**src/rtl/fact_bcd_converter_pkg.sv**
```systemverilog
// Shared types and constants for the factorial BCD converter.
// Optional build macro: FACT_BCD_BLANK_EN (leading-zero blanking and error digit codes).
package fact_pkg;

    typedef enum logic [1:0] {
        IDLE  = 2'd0,
        SHIFT = 2'd1,
        HOLD  = 2'd2
    } state_e;

    localparam logic [3:0] BCD_BLANK = 4'hF;
    localparam logic [3:0] BCD_ERR   = 4'hE;

    // True when DIGITS decimal digits can hold the largest WIDTH-bit value.
    function automatic bit bcd_digits_ok(input int width, input int digits);
        longint unsigned pow10;
        longint unsigned maxv;
        pow10 = 64'd1;
        for (int i = 0; i < digits; i++) begin
            pow10 = pow10 * 64'd10;
        end
        maxv = (64'd1 << width) - 64'd1;
        return (pow10 > maxv);
    endfunction

endpackage

```
**src/rtl/fact_bcd_converter_if.sv**
```systemverilog
// Handshake bundle between the factorial engine, the converter and the readout.
interface fact_bcd_converter_if #(
    parameter int WIDTH  = 16,
    parameter int DIGITS = 5
);
    logic                  in_valid;
    logic [WIDTH-1:0]      in_value;
    logic                  in_error;
    logic                  in_ready;
    logic                  drop;
    logic                  out_valid;
    logic                  out_ready;
    logic [4*DIGITS-1:0]   out_bcd;
    logic                  out_error;

    // Engine and readout side.
    modport master (
        output in_valid, in_value, in_error, out_ready,
        input  in_ready, drop, out_valid, out_bcd, out_error
    );

    // Converter side.
    modport slave (
        input  in_valid, in_value, in_error, out_ready,
        output in_ready, drop, out_valid, out_bcd, out_error
    );
endinterface

```
**src/rtl/fact_bcd_converter_bcd_digit_adj.sv**
```systemverilog
// One BCD digit correction step of double-dabble: add 3 when the digit is 5 or more.
module bcd_digit_adj (
    input  logic [3:0] d_i,
    output logic [3:0] d_o
);
    // Add-3 correction, wraps within the nibble.
    always_comb begin
        if (d_i >= 4'd5) begin
            d_o = d_i + 4'd3;
        end else begin
            d_o = d_i;
        end
    end
endmodule

```
**src/rtl/fact_bcd_converter.sv**
```systemverilog
// Sequential binary-to-BCD converter (shift-add-3, one bit per clock) with
// valid/ready handshake toward the readout and overrun detection.
// Optional build macro: FACT_BCD_BLANK_EN (blank leading zeros as 4'hF, error digits 4'hE).
module fact_bcd_converter
    import fact_pkg::*;
#(
    parameter int WIDTH  = 16,
    parameter int DIGITS = 5
) (
    input  logic               clk,
    input  logic               rst,
    fact_bcd_converter_if.slave bus
);
    localparam int BW = 4 * DIGITS;
    localparam int CW = $clog2(WIDTH + 1);

    if (!bcd_digits_ok(WIDTH, DIGITS)) begin : g_bad_digits
        $error("fact_bcd_converter: DIGITS too small for WIDTH");
    end

    state_e          state_q;
    logic [WIDTH-1:0] shift_q;
    logic [BW-1:0]   acc_q;
    logic [CW-1:0]   count_q;
    logic [BW-1:0]   out_bcd_q;
    logic            out_error_q;
    logic            out_valid_q;
    logic            drop_q;

    logic [BW-1:0]    adj_s;
    logic [BW-1:0]    acc_shift_s;
    logic [WIDTH-1:0] shift_next_s;
    logic [BW-1:0]    xfer_bcd_s;
    logic [BW-1:0]    err_bcd_s;

    for (genvar g = 0; g < DIGITS; g++) begin : g_adj
        bcd_digit_adj u_adj (
            .d_i (acc_q[4*g +: 4]),
            .d_o (adj_s[4*g +: 4])
        );
    end

`ifdef FACT_BCD_BLANK_EN
    // Replace leading zero digits by the blank code; digit 0 is never blanked.
    function automatic logic [BW-1:0] blank_lead(input logic [BW-1:0] v);
        logic [BW-1:0] r;
        logic          lead;
        r    = v;
        lead = 1'b1;
        for (int i = DIGITS - 1; i > 0; i--) begin
            if (lead && (v[4*i +: 4] == 4'h0)) begin
                r[4*i +: 4] = BCD_BLANK;
            end else begin
                lead = 1'b0;
            end
        end
        return r;
    endfunction
`endif

    // Adjusted accumulator shifted left together with the binary register; result formatting.
    always_comb begin
        {acc_shift_s, shift_next_s} = {adj_s, shift_q} << 1;
`ifdef FACT_BCD_BLANK_EN
        xfer_bcd_s = blank_lead(acc_shift_s);
        err_bcd_s  = {DIGITS{BCD_ERR}};
`else
        xfer_bcd_s = acc_shift_s;
        err_bcd_s  = {BW{1'b0}};
`endif
    end

    // Control FSM with conversion datapath and registered outputs.
    always_ff @(posedge clk or posedge rst) begin
        if (rst) begin
            state_q     <= IDLE;
            shift_q     <= {WIDTH{1'b0}};
            acc_q       <= {BW{1'b0}};
            count_q     <= {CW{1'b0}};
            out_bcd_q   <= {BW{1'b0}};
            out_error_q <= 1'b0;
            out_valid_q <= 1'b0;
            drop_q      <= 1'b0;
        end else begin
            drop_q <= bus.in_valid && (state_q != IDLE);
            case (state_q)
                IDLE: begin
                    if (bus.in_valid) begin
                        if (bus.in_error) begin
                            out_bcd_q   <= err_bcd_s;
                            out_error_q <= 1'b1;
                            out_valid_q <= 1'b1;
                            state_q     <= HOLD;
                        end else begin
                            shift_q <= bus.in_value;
                            acc_q   <= {BW{1'b0}};
                            count_q <= CW'(WIDTH);
                            state_q <= SHIFT;
                        end
                    end else begin
                        state_q <= IDLE;
                    end
                end
                SHIFT: begin
                    acc_q   <= acc_shift_s;
                    shift_q <= shift_next_s;
                    count_q <= count_q - CW'(1);
                    if (count_q == CW'(1)) begin
                        out_bcd_q   <= xfer_bcd_s;
                        out_error_q <= 1'b0;
                        out_valid_q <= 1'b1;
                        state_q     <= HOLD;
                    end else begin
                        state_q <= SHIFT;
                    end
                end
                HOLD: begin
                    if (bus.out_ready) begin
                        out_valid_q <= 1'b0;
                        state_q     <= IDLE;
                    end else begin
                        state_q <= HOLD;
                    end
                end
                default: begin
                    out_valid_q <= 1'b0;
                    state_q     <= IDLE;
                end
            endcase
        end
    end

    assign bus.in_ready  = (state_q == IDLE);
    assign bus.drop      = drop_q;
    assign bus.out_valid = out_valid_q;
    assign bus.out_bcd   = out_bcd_q;
    assign bus.out_error = out_error_q;

endmodule

```
**src/flat_wrapper.sv**
```systemverilog
// flat-port wrapper written by rule: the top's interface ports become plain ports
module fact_bcd_converter_flat import fact_pkg::*;
#(
    parameter int WIDTH  = 16,
    parameter int DIGITS = 5
)
  (clk, rst, bus_in_valid, bus_in_value, bus_in_error, bus_out_ready, bus_in_ready, bus_drop, bus_out_valid, bus_out_bcd, bus_out_error);
  fact_bcd_converter_if #(.WIDTH(WIDTH), .DIGITS(DIGITS)) bus_i ();
  input  logic clk;
  input  logic rst;
  input wire logic [$bits(bus_i.in_valid)-1:0] bus_in_valid;
  input wire logic [$bits(bus_i.in_value)-1:0] bus_in_value;
  input wire logic [$bits(bus_i.in_error)-1:0] bus_in_error;
  input wire logic [$bits(bus_i.out_ready)-1:0] bus_out_ready;
  output wire logic [$bits(bus_i.in_ready)-1:0] bus_in_ready;
  output wire logic [$bits(bus_i.drop)-1:0] bus_drop;
  output wire logic [$bits(bus_i.out_valid)-1:0] bus_out_valid;
  output wire logic [$bits(bus_i.out_bcd)-1:0] bus_out_bcd;
  output wire logic [$bits(bus_i.out_error)-1:0] bus_out_error;
  assign bus_i.in_valid = bus_in_valid;
  assign bus_i.in_value = bus_in_value;
  assign bus_i.in_error = bus_in_error;
  assign bus_i.out_ready = bus_out_ready;
  assign bus_in_ready = bus_i.in_ready;
  assign bus_drop = bus_i.drop;
  assign bus_out_valid = bus_i.out_valid;
  assign bus_out_bcd = bus_i.out_bcd;
  assign bus_out_error = bus_i.out_error;
  fact_bcd_converter #(.WIDTH(WIDTH), .DIGITS(DIGITS)) u_core (.clk(clk), .rst(rst), .bus(bus_i));
endmodule
```
**config.mk**
```make
export PLATFORM = sky130hd
export DESIGN_NAME = fact_bcd_converter_flat
export DESIGN_NICKNAME = d
export VERILOG_FILES = /design/src/rtl/fact_bcd_converter_pkg.sv /design/src/rtl/fact_bcd_converter_if.sv /design/src/rtl/fact_bcd_converter_bcd_digit_adj.sv /design/src/rtl/fact_bcd_converter.sv /design/src/flat_wrapper.sv
export SDC_FILE = /design/constraint.sdc
export NUM_CORES = 1
export LEC_CHECK = 0
export ABC_AREA = 1
export ABC_CLOCK_PERIOD_IN_PS = 2180
export CORE_MARGIN = 2
export CORE_UTILIZATION = 40
export DETAILED_ROUTE_END_ITERATION = 12
export HOLD_SLACK_MARGIN = 0.15
export PLACE_DENSITY = 0.69
export SYNTH_ARGS = -nofsm -noshare
export SYNTH_HDL_FRONTEND = slang
export SYNTH_SLANG_ARGS = --single-unit
```
**constraint.sdc**
```tcl
create_clock -name clk -period 2.18 [get_ports clk]
set_input_delay 0.436 -clock clk [delete_from_list [all_inputs] [get_ports clk]]
set_output_delay 0.436 -clock clk [all_outputs]
set_load 0.05 [all_outputs]
```
==> impl_metrics.yaml <==
run_status:
  outcome: "finished clean"
clock_tree:
  cts_buffers: 9
  clkSinkCount: 66
  clockBufferDepth: 2
  h-tree-depth: 3
  clock_latency_ns: 0.33
  post_cts_resized: 0
  clk_pin_slew_ns: 0.06
  postCtsHoldBufs: 0
  cts-root-buf: "clkbuf_8"
  post_cts_buffers: 0
  cts_tree: "built"
timing:
  hold_violations: 0
  fin_crit_sh_pct: 88.42
  fin_tns_setup_ns: 0
  slew_violations: 0
  fin_ws_ns: 0.2523
  tightest_slew_ns: 0.5121
  fmax_mhz: 518.8
  whs_ns: 0.4588
  finalSetupViolations: 0
  rsz0062_at_grt: "no"
  fin_skew_ns: 0.003689
  finalCriticalPeriod_ns: 1.928
  slew-limit-headroom_pct: 65.76
setup_path:
  crit_type: "reg -> out"
  required_ns: 1.74
  arrival_ns: 1.49
  worstPathCellList: "clkdlybuf4s50_1"
  worst_setup_path_start_kind: "flip-flop"
  worst-path-buf-inv: 1
  r2r_slack_ns: 0.66
  rr_startpoint: "u_core.count_q[1]"
  rr_worst_depth: 9
  cp_slowest_cell: "clkdlybuf4s50_1"
  cp_max_fo: 2
  crit_path_end_kind: "output port"
  r2r-end: "u_core.bus.out_bcd[15]"
  critPathTopFamily: "buffers and inverters"
  slowest_delay_ns: 0.80
layout:
  drive_gt1_share_pct: 5.923
  diodes: 0
  layoutNonFillerInstCount: 541
  fin_nets: 470
  areaGrowthSynthToFinish_pct: 23.03
  nFillCells: 772
routing:
  final_antenna_net_count: 0
  wirelength_mm: 6.555
  drc: 0
  first_pass_iters: 4
  via_per_inst: 5.011
  vias: 2711
  avgRoutedWirePerCell_um: 12.12
  drtIter0Drc: 168
floorplan:
  fp.dieH_um: 94.13
  die_w_um: 94.13
  core-area_mm2: 0.007807
  io_pins: 45
  fp.dieArea_mm2: 0.008860
  start_util_pct: 41.62
  rows: 32
synthesis:
  yosysMostFrequentCell: "nand2_1"
  synth_warnings: 0
  syn_inst: 390
  synthArstFlopShare_pct: 100.0
  synthFlopType: "dfrtp_1"
  syn-num-nets: 423
  synth_area_mm2: 0.003249
  ys_top_cells_by_area: "dfrtp_1 51%, nand2_1 14%, inv_1 5.2%"
  ys_seq_elements: 66
  synth_common_cells: "122 x nand2_1, 66 x dfrtp_1, 45 x inv_1"
  synth_edf_count: 0
  syn_avg_cell_area_um2: 8.332
  synth.distinct_cells: 25
  synth_top_cell_by_area: "dfrtp_1"
  synth-seq-area-share_pct: 50.83
  yosysTopAreaCellShare_pct: 50.83
run:
  cap_viol_max_count: 0
global_routing:
  grt_overflow_total: 0
  antenna_found_initial: 0
  grt_pass1_wl_mm: 11.23
  first_global_vias: 2580
  grt_max_degree: 63
  grt_use_total_pct: 15.94
placement:
  place_inst: 528
  numPortBuffers: 44
  place_ws_ns: 0.2073
  gp_congestion: 0.8288
  dp_hpwl_mm: 4.606
power_and_ir_drop:
  power_density_mw_per_mm2: 1403
  peakVddDrop_v: 0.0009268
  leakagePower_nw: 1.937
  totalPowerFinal_mw: 5.610
worst_hold_path:
  min_path_type: "in -> async"
[stage by stage]
step	instance area, µm²	util [%]
after floorplan	3249	-
after global placement	3839	49.17
after detailed placement	3839	49.17
after CTS	3998	51.20
after global routing	3998	51.20
final	3998	51.20
[metal layers]
metal / track usage, % / vias up / share of wire, %
met4: 3.019 / 0 / 0.55
li1: - / 1382 / -
met1: 19.50 / 1264 / 47
met5: 0 / - / 0
met2: 27.44 / 61 / 47
met3: 5.457 / 4 / 4.8
[cell type report]
cell class / count / area [µm²] / area share [%]
Tap cell: 102 / 127.6 / 3.192
Sequential cell: 66 / 1652 / 41.31
Clock buffer: 13 / 158.9 / 3.975
Inverter: 47 / 176.4 / 4.413
Timing Repair Buffer: 50 / 533.0 / 13.33
Multi-Input combinational cell: 263 / 1350 / 33.77
[report_power, final]
part	leakage, nW	switching, mW	internal [mW]
clock network	0.0815	0.414	0.457
registers	0.864	0.244	1.69
logic	0.991	1.86	0.942
[worst max path at each step]
stage / from / end / slack [ns] / cells past startpoint
6_report: u_core.bus.out_valid / bus_out_valid / 0.25 / 1
5_1_grt: u_core.bus.out_error / bus_out_error / 0.19 / 1
4_1_cts: u_core.bus.out_error / bus_out_error / 0.22 / 1
3_5_place_dp: bus_in_valid / u_core.count_q[2] / 0.21 / 9
3_3_place_gp: bus_in_valid / u_core.count_q[2] / 0.27 / 9
2_1_floorplan: rst / u_core.acc_q[0] / 0.09 / 1
[placed cells by master (no fill, tap or decap), drive strengths merged]
cell type and n:
o22ai 6, o21ai 36, clkdlybuf4s50 43, nand3 31, ha 12, nand4 20
nor2 12, nor3 1, buf 7, xnor2 1, xor2 1, nand3b 1
clkbuf 13, o21bai 4, inv 47, dfrtp 66, o211ai 15, nand2 123
[state kept, by name, summed over array words and instances, names as in the netlist]
name and cells:
u_core.bus.out_bcd 20, u_core.acc_q 20, u_core.state_q 2, u_core.bus.out_valid 1
u_core.count_q 5, u_core.bus.drop 1, u_core.shift_q 16, u_core.bus.out_error 1
[cell families after synthesis]
group,share of synthesized area (%)
AND/OR/NAND/NOR,25.30
flip-flops,50.83
AO/OA/AOI/OAI,11.09
buffers and inverters,7.624
adder cells (fa/ha/maj),4.621
XOR/XNOR,0.5392
Power figures use the tool's default switching activity.
